<file path="src/rtl/compress_byte_serializer_if.sv">
// rtl/compress_byte_serializer_if.sv - tile capture and word-stream bundle for the byte serializer
interface compress_byte_serializer_if #(
    parameter int TILE_SIZE = 8
);
    logic                              i_valid;
    logic [8*TILE_SIZE*TILE_SIZE-1:0]  data_abs_compressed;
    logic [5:0]                        data_abs_compressed_bytesize;
    logic                              o_in_ready;
    logic [31:0]                       o_data;
    logic [3:0]                        o_keep;
    logic                              o_last;
    logic                              o_valid;
    logic                              i_ready;
    logic                              o_overflow;

    // Producer/consumer side: supplies tiles and the downstream ready.
    modport master (
        output i_valid,
        output data_abs_compressed,
        output data_abs_compressed_bytesize,
        output i_ready,
        input  o_in_ready,
        input  o_data,
        input  o_keep,
        input  o_last,
        input  o_valid,
        input  o_overflow
    );

    // Serializer side.
    modport slave (
        input  i_valid,
        input  data_abs_compressed,
        input  data_abs_compressed_bytesize,
        input  i_ready,
        output o_in_ready,
        output o_data,
        output o_keep,
        output o_last,
        output o_valid,
        output o_overflow
    );
endinterface

</file>
<file path="src/rtl/compress_byte_serializer.sv">
// rtl/compress_byte_serializer.sv - serializes a captured compressed tile into 32-bit words
module compress_byte_serializer #(
    parameter int TILE_SIZE = 8
) (
    input  logic                     clk,
    input  logic                     rst_n,
    compress_byte_serializer_if.slave bus
);
    localparam int TILE_W = 8 * TILE_SIZE * TILE_SIZE;

    typedef enum logic {
        IDLE = 1'b0,
        SEND = 1'b1
    } state_t;

    state_t              state_q;
    state_t              state_d;
    logic [TILE_W-1:0]   tile_q;
    // Byte count minus one: a 0 input (meaning 64) wraps to 63, so the
    // upper bits are directly the last word index and the low bits pick
    // the lanes of the last word.
    logic [5:0]          cnt_m1_q;
    logic [3:0]          idx_q;
    logic                ovf_q;

    logic                is_last;
    logic [3:0]          lane_keep;
    logic [31:0]         word_raw;
    logic [31:0]         word_masked;

    logic                in_ready_c;
    logic                valid_c;
    logic [31:0]         data_c;
    logic [3:0]          keep_c;
    logic                last_c;

    assign is_last  = (idx_q == cnt_m1_q[5:2]);
    assign word_raw = tile_q[{idx_q, 5'd0} +: 32];

    // Lane enables: full word except on the last one, which carries 1..4 bytes.
    always_comb begin
        lane_keep = 4'b1111;
        if (is_last) begin
            case (cnt_m1_q[1:0])
                2'd0:    lane_keep = 4'b0001;
                2'd1:    lane_keep = 4'b0011;
                2'd2:    lane_keep = 4'b0111;
                default: lane_keep = 4'b1111;
            endcase
        end
    end

    // Zero the bytes of disabled lanes so padding never leaks tile contents.
    always_comb begin
        word_masked = 32'h0;
        for (int j = 0; j < 4; j++) begin
            if (lane_keep[j]) begin
                word_masked[8*j +: 8] = word_raw[8*j +: 8];
            end
        end
    end

    // State register.
    always_ff @(posedge clk) begin
        if (!rst_n) begin
            state_q <= IDLE;
        end else begin
            state_q <= state_d;
        end
    end

    // Next state and output decode; outputs depend only on registered state.
    always_comb begin
        state_d    = state_q;
        in_ready_c = 1'b0;
        valid_c    = 1'b0;
        data_c     = 32'h0;
        keep_c     = 4'b0000;
        last_c     = 1'b0;
        case (state_q)
            IDLE: begin
                in_ready_c = 1'b1;
                if (bus.i_valid) begin
                    state_d = SEND;
                end
            end
            SEND: begin
                valid_c = 1'b1;
                data_c  = word_masked;
                keep_c  = lane_keep;
                last_c  = is_last;
                if (bus.i_ready && is_last) begin
                    state_d = IDLE;
                end
            end
            default: state_d = IDLE;
        endcase
    end

    // Tile capture, word index and sticky drop flag.
    always_ff @(posedge clk) begin
        if (!rst_n) begin
            tile_q   <= '0;
            cnt_m1_q <= 6'd0;
            idx_q    <= 4'd0;
            ovf_q    <= 1'b0;
        end else begin
            if (state_q == IDLE) begin
                if (bus.i_valid) begin
                    tile_q   <= bus.data_abs_compressed;
                    cnt_m1_q <= bus.data_abs_compressed_bytesize - 6'd1;
                    idx_q    <= 4'd0;
                end
            end else begin
                if (bus.i_ready && !is_last) begin
                    idx_q <= idx_q + 4'd1;
                end
                if (bus.i_valid) begin
                    ovf_q <= 1'b1;
                end
            end
        end
    end

    assign bus.o_in_ready = in_ready_c;
    assign bus.o_valid    = valid_c;
    assign bus.o_data     = data_c;
    assign bus.o_keep     = keep_c;
    assign bus.o_last     = last_c;
    assign bus.o_overflow = ovf_q;
endmodule
</file>
<file path="src/flat_wrapper.sv">
// flat-port wrapper written by rule: the top's interface ports become plain ports
module compress_byte_serializer_flat 
#(
    parameter int TILE_SIZE = 8
)
  (clk, rst_n, bus_i_valid, bus_data_abs_compressed, bus_data_abs_compressed_bytesize, bus_i_ready, bus_o_in_ready, bus_o_data, bus_o_keep, bus_o_last, bus_o_valid, bus_o_overflow);
  compress_byte_serializer_if #(.TILE_SIZE(TILE_SIZE)) bus_i ();
  input  logic clk;
  input  logic rst_n;
  input wire logic [$bits(bus_i.i_valid)-1:0] bus_i_valid;
  input wire logic [$bits(bus_i.data_abs_compressed)-1:0] bus_data_abs_compressed;
  input wire logic [$bits(bus_i.data_abs_compressed_bytesize)-1:0] bus_data_abs_compressed_bytesize;
  input wire logic [$bits(bus_i.i_ready)-1:0] bus_i_ready;
  output wire logic [$bits(bus_i.o_in_ready)-1:0] bus_o_in_ready;
  output wire logic [$bits(bus_i.o_data)-1:0] bus_o_data;
  output wire logic [$bits(bus_i.o_keep)-1:0] bus_o_keep;
  output wire logic [$bits(bus_i.o_last)-1:0] bus_o_last;
  output wire logic [$bits(bus_i.o_valid)-1:0] bus_o_valid;
  output wire logic [$bits(bus_i.o_overflow)-1:0] bus_o_overflow;
  assign bus_i.i_valid = bus_i_valid;
  assign bus_i.data_abs_compressed = bus_data_abs_compressed;
  assign bus_i.data_abs_compressed_bytesize = bus_data_abs_compressed_bytesize;
  assign bus_i.i_ready = bus_i_ready;
  assign bus_o_in_ready = bus_i.o_in_ready;
  assign bus_o_data = bus_i.o_data;
  assign bus_o_keep = bus_i.o_keep;
  assign bus_o_last = bus_i.o_last;
  assign bus_o_valid = bus_i.o_valid;
  assign bus_o_overflow = bus_i.o_overflow;
  compress_byte_serializer #(.TILE_SIZE(TILE_SIZE)) u_core (.clk(clk), .rst_n(rst_n), .bus(bus_i));
endmodule
</file>
<file path="config.mk">
export PLATFORM = sky130hd
export DESIGN_NAME = compress_byte_serializer_flat
export DESIGN_NICKNAME = d
export VERILOG_FILES = /design/src/rtl/compress_byte_serializer_if.sv /design/src/rtl/compress_byte_serializer.sv /design/src/flat_wrapper.sv
export SDC_FILE = /design/constraint.sdc
export NUM_CORES = 1
export LEC_CHECK = 0
export BUFFER_PORTS_ARGS = -buffer_cell sky130_fd_sc_hd__buf_2
export CORE_MARGIN = 10
export CORE_UTILIZATION = 47
export CTS_CLUSTER_SIZE = 16
export DETAILED_ROUTE_END_ITERATION = 8
export PLACE_DENSITY_LB_ADDON = 0.1
export SYNTH_ARGS = -nofsm -noshare
export SYNTH_HDL_FRONTEND = slang
export SYNTH_SLANG_ARGS = --single-unit
</file>
<file path="constraint.sdc">
create_clock -name clk -period 3.35 [get_ports clk]
set_clock_uncertainty 0.2 [all_clocks]
set_input_delay 0.1675 -clock clk [delete_from_list [all_inputs] [get_ports clk]]
set_output_delay 0.1675 -clock clk [all_outputs]
set_load 0.02 [all_outputs]
</file>
# Word level (Yosys, flattened, before mapping)
# Cells that the tools add are included.
[word_totals]
register_bits = 524
in_bits = 522
out_inout_bits = 40
word_cells = 38
[classes]
addsub = 2
n_eq_ne = 4
n_shift = 1
mux = 17
n_bitwise = 1
reduce_logical = 8
[op_table]
columns = ["op", "n"]
rows = [
  ["indexed part select 512 x 10 -> 32 bit", 1],
  ["two-way mux 32 bit", 1],
  ["two-way mux 8 bit", 4],
  ["two-way mux 4 bit", 5],
  ["case mux 4 bit (3 select lines)", 1],
  ["AND reduction 2 bit", 3],
  ["subtractor 6 x 1 -> 6 bit (second input constant)", 1],
  ["two-way mux 1 bit", 5],
  ["adder 4 x 1 -> 4 bit (second input constant)", 1],
  ["equality test 4 bit", 1],
  ["equality test 2 x 1 -> 1 bit (second input constant)", 1],
  ["equality test 2 bit (second input constant)", 1],
  ["logical AND 1 bit", 2],
  ["logical NOT 2 bit", 1],
  ["inequality test 2 bit (second input constant)", 1],
  ["case mux 1 bit (2 select lines)", 1],
  ["nonzero test 2 bit", 1],
  ["logical NOT 1 bit", 1],
  ["inverter 1 bit", 1],
]

# Logic depth before layout (Yosys ltp)
[depth]
word_depth = 5
mapped_depth = 7
ltp_nobuf = 5

# Least setup slack after synthesis
# OpenSTA, ideal clock, no wires.
[synth_timing]
path_type = "register to output"
start = "register u_core.idx_q[1]"
end = "output bus_o_data[20]"
t_arrival_ns = 1.614
required_time_ns = 2.982
slack_ns = 1.368
stages_incl_launch_ff = 7
cell_sequence = "dfxtp_1 -> buf_4 -> and2_1 -> clkbuf_1 -> clkbuf_1 -> a22oi_1 -> a21oi_1"
[synth_between]
elab_chain_len = 4
elab_cells_between_ends = 5
cone_classes = "eq/ne (1); shift (1); mux (3)"
[synth_rtl]
columns = ["element", "line_no", "source"]
rows = [
  ["from (decl)", "compress_byte_serializer.sv:23", "logic [3:0] idx_q;"],
  ["from (signal assigned)", "compress_byte_serializer.sv:116", "idx_q <= idx_q + 4'd1;"],
  ["branches (longest 2 deep; another with indexed part select 512 x 10 -> 32 bit)", "-", ""],
  ["two-way mux 8 bit (*)", "compress_byte_serializer.sv:57", "if (lane_keep[j]) begin"],
  ["two-way mux 32 bit (*)", "compress_byte_serializer.sv:80", "case (state_q)"],
  ["to (decl)", "flat_wrapper.sv:15", "output wire logic [$bits(bus_i.o_data)-1:0] bus_o_data;"],
]
# Mark *: on every way between the ends.

# Worst setup path in the final report
[layout_timing]
start = "register u_core.idx_q[0]"
end = "output bus_o_data[13]"
# The elaborated chain is that of the path after synthesis.

==> summary.json <==
{
  "switching_share": {"value": 0.255},
  "syn-instance-count": {"value": 2575},
  "port_buffers": {"value": 561},
  "synth_area": {"value": 22000, "unit": "sq um"},
  "htreeDepth": {"value": 2},
  "hold_path.class": {"value": "input port to flop"},
  "clock_tree.buffer_depth": {"value": 3},
  "synth_area_per_cell": {"value": 8.54, "unit": "sq um"},
  "p_clk_frac": {"value": 0.410},
  "power.switching": {"value": 0.00401, "unit": "W"},
  "ys_types": {"value": 38},
  "fin_crit_sh": {"value": 0.931},
  "fp.dieArea": {"value": 55900, "unit": "sq um"},
  "layout_cells_sized_above_1": {"value": 0.233},
  "postRouteWirelength": {"value": 95000, "unit": "microns"},
  "die_h": {"value": 236, "unit": "microns"},
  "ys_flop_type": {"value": "sky130_fd_sc_hd__dfxtp_1"},
  "start_of_the_worst_register_to_register_path": {"value": "u_core.state_q$_SDFF_PN0_"},
  "cellPowerDensity": {"value": 483, "unit": "nW/um^2"},
  "number_of_design_rule_violations_left_by_the_first_detailed_router_iteration": {"value": 2251},
  "coreArea": {"value": 46500, "unit": "sq um"},
  "layout_commonest_cell": {"value": "sky130_fd_sc_hd__nand2_1"},
  "wirelength_per_cell": {"value": 22.5, "unit": "microns"},
  "type_of_origin_of_the_critical_path": {"value": "flop"},
  "topRoutingLayerUsed": {"value": "met5"},
  "length_of_the_first_detailed_routing_pass_in_iterations": {"value": 6},
  "power.ir.vdd_worst": {"value": 0.464, "unit": "mV"},
  "comb_power_share": {"value": 0.154},
  "numClockSinks": {"value": 524},
  "synth_fp_nets": {"value": 3099},
  "final_core_util": {"value": 0.700},
  "grt_setup_unrepaired": {"value": "no"},
  "cts_buf_count": {"value": 55},
  "synth_seq_area_share": {"value": 0.477},
  "whs": {"value": 0.143, "unit": "ns"},
  "post_synth_arst_share": {"value": 0},
  "final-setup-viol-count": {"value": 0},
  "final.setup.worst_slack": {"value": 0.230, "unit": "ns"},
  "leakagePower": {"value": 13.0, "unit": "nW"},
  "grtUsageTotal": {"value": 0.325},
  "hold_path.startpoint": {"value": "bus_data_abs_compressed[82]"},
  "slew_headroom": {"value": 0.465},
  "power.sequential.fraction": {"value": 0.436},
  "layout_cell_area_excl_fill": {"value": 32500, "unit": "sq um"},
  "final_nets": {"value": 4077},
  "crit_start": {"value": "u_core.idx_q[0]$_SDFFE_PN0P_"},
  "placement_row_count": {"value": 79},
  "detail_route.drc_violations": {"value": 0},
  "cell_taking_the_most_area_after_synthesis": {"value": "sky130_fd_sc_hd__dfxtp_1"},
  "outcome": {"value": "completed"},
  "synth.yosys.warnings": {"value": 0},
  "tritoncts_clock_tree": {"value": "built"},
  "slew_viol_final": {"value": 0},
  "placedInstanceArea": {"value": 25200, "unit": "sq um"},
  "commonest_cells_after_routing_fill_and_taps_aside": {"value": "sky130_fd_sc_hd__nand2_1 (1030), sky130_fd_sc_hd__buf_2 (561), sky130_fd_sc_hd__a21oi_1 (538)"},
  "grt_pass1_wl": {"value": 141000, "unit": "microns"},
  "initial_core_util": {"value": 0.473},
  "endpoint_kind": {"value": "output port"},
  "cts.clk_slew.worst_paths": {"value": 0.06, "unit": "ns"},
  "cap_violations": {"value": 0},
  "internal-power": {"value": 0.0117, "unit": "W"},
  "yosys-top-cells-area": {"value": "sky130_fd_sc_hd__dfxtp_1 (48%), sky130_fd_sc_hd__nand2_1 (18%), sky130_fd_sc_hd__mux4_2 (12%), sky130_fd_sc_hd__a21oi_1 (12%), sky130_fd_sc_hd__clkbuf_1 (2.1%)"},
  "detailedPlacementHpwl": {"value": 60100, "unit": "microns"},
  "via_per_inst": {"value": 5.60},
  "synth_enable_flop_cells": {"value": 0},
  "critical_path_data_required_time": {"value": 2.98, "unit": "ns"},
  "maximum_number_of_pins_on_one_net_before_global_route_repair": {"value": 143},
  "synth.ff_latch_count": {"value": 524},
  "gp_routability_congestion": {"value": 0.928},
  "critical_path_arrival": {"value": 2.75, "unit": "ns"},
  "number_of_antenna_violations_at_the_first_check_in_global_routing": {"value": 28},
  "route.layer.met1.wl": {"value": 34500, "unit": "microns"},
  "die_width": {"value": 236, "unit": "microns"},
  "cts-resized-gates": {"value": 0},
  "max_slew.worst_pin.slew": {"value": 0.803, "unit": "ns"},
  "ant_nets": {"value": 0},
  "grt_overflow_total": {"value": 0},
  "worstSkewPairLatency": {"value": 0.60, "unit": "ns"},
  "syn2layout_area_growth": {"value": 47.8, "unit": "%"},
  "clockRootBuffer": {"value": "sky130_fd_sc_hd__clkbuf_16"},
  "achievable-frequency": {"value": 0.321, "unit": "GHz"},
  "worst-setup-path-type": {"value": "flop to output port"},
  "routed-wl-met3": {"value": 9200, "unit": "microns"},
  "synth_largest_type_area_fraction": {"value": 0.477},
  "timing.final.hold_violations": {"value": 0},
  "setup_total_negative_slack": {"value": 0, "unit": "ns"},
  "grt_pass1_vias": {"value": 24200},
  "final.min_clock_period": {"value": 3.12, "unit": "ns"},
  "path_max_fanout": {"value": 8},
  "num_vias": {"value": 23600},
  "met2_wl": {"value": 44800, "unit": "microns"},
  "io_pins": {"value": 562},
  "place_worst_setup_slack": {"value": 0.600, "unit": "ns"}
}
==> worst max-delay path, cell delays in order (launching register included) <==
cell and delay [ns]:
sky130_fd_sc_hd__dfxtp_4 0.40, sky130_fd_sc_hd__buf_4 0.17, sky130_fd_sc_hd__buf_12 0.14, sky130_fd_sc_hd__mux4_2 0.49, sky130_fd_sc_hd__a22oi_1 0.52, sky130_fd_sc_hd__a21oi_1 0.21
sky130_fd_sc_hd__buf_2 0.21
==> stage by stage <==
step	power, W	std cells
global placement	0.00874	3569
CTS	0.0156	4195
global route	0.0162	4218
floorplan	0.00799	2575
detailed placement	0.00879	3569
finish	0.0157	4222
==> kinds of logic (layout without fill, tap and decap cells) <==
kind of cell,after synthesis,count (layout),share of synthesized area
and+or+nand+nor,1059,1059,0.183
other,0,24,0
AOI/OAI and AO/OA,609,609,0.147
DFF,524,524,0.477
muxes,145,145,0.140
buffers and inverters,228,1244,0.0482
adders and majority gates,2,2,0.00114
xor gates and xnor gates,8,8,0.00353
==> final timing paths <==
kind                                                   endpoint  slack (ns)  depth (start not counted)
worst max-delay path                             bus_o_data[13]        0.23                          6
worst min-delay path             u_core.tile_q[82]$_SDFFE_PN0P_        0.14                          4
worst max register to register  u_core.tile_q[292]$_SDFFE_PN0P_        0.71                          4
worst min register to register  u_core.tile_q[415]$_SDFFE_PN0P_        0.25                          2
==> synthesized netlist by cell type, drive strengths merged (7+ instances only) <==
| cell type | instances |
|---|---|
| a21oi | 538 |
| xnor2 | 7 |
| mux2i | 17 |
| o22ai | 8 |
| mux4 | 128 |
| dfxtp | 524 |
| inv | 8 |
| nand2 | 1030 |
| nor2 | 11 |
| clkbuf | 121 |
| buf | 99 |
| a22oi | 48 |
==> registers in the layout, indices dropped and copies added, names as in the netlist <==
name                   cells
u_core.idx_q               4
u_core.state_q             1
u_core.bus.o_overflow      1
u_core.tile_q            512
u_core.cnt_m1_q            6
==> cell type report <==
type	instances	area (sq um)
Fill cell	3391	13900
Inverter	8	37.5
Timing Repair Buffer	1141	8800
Sequential cell	524	10500
Antenna cell	24	60.1
Clock inverter	13	218
Multi-Input combinational cell	1823	10500
Tap cell	607	759
Clock buffer	82	1680
==> power groups by stage <==
stage / Clock (W) / Sequential, W / Combinational, W
2_1_floorplan: 0 / 0.00687 / 0.00112
3_3_place_gp: 0 / 0.00696 / 0.00178
3_5_place_dp: 0 / 0.00697 / 0.00182
4_1_cts: 0.00649 / 0.00683 / 0.00232
5_1_grt: 0.00674 / 0.00687 / 0.00260
6_report: 0.00644 / 0.00684 / 0.00242
==> layer usage <==
metal  up-vias  track usage
li1      10700            -
met4        10        0.211
met5         -            0
met2      1432        0.525
met1     11100        0.372
met3       403       0.0891
==> timing repair <==
| item | 4_1_cts | 5_1_grt |
|---|---|---|
| hold endpoints to repair | 524 | 0 |
| hold buffers | 528 | 0 |
| pin swaps | 1 | 0 |
| setup endpoints to repair | 3 | 5 |
| setup buffers | 3 | 3 |
| gates cloned | 0 | 0 |
Power figures use the tool's default switching activity.
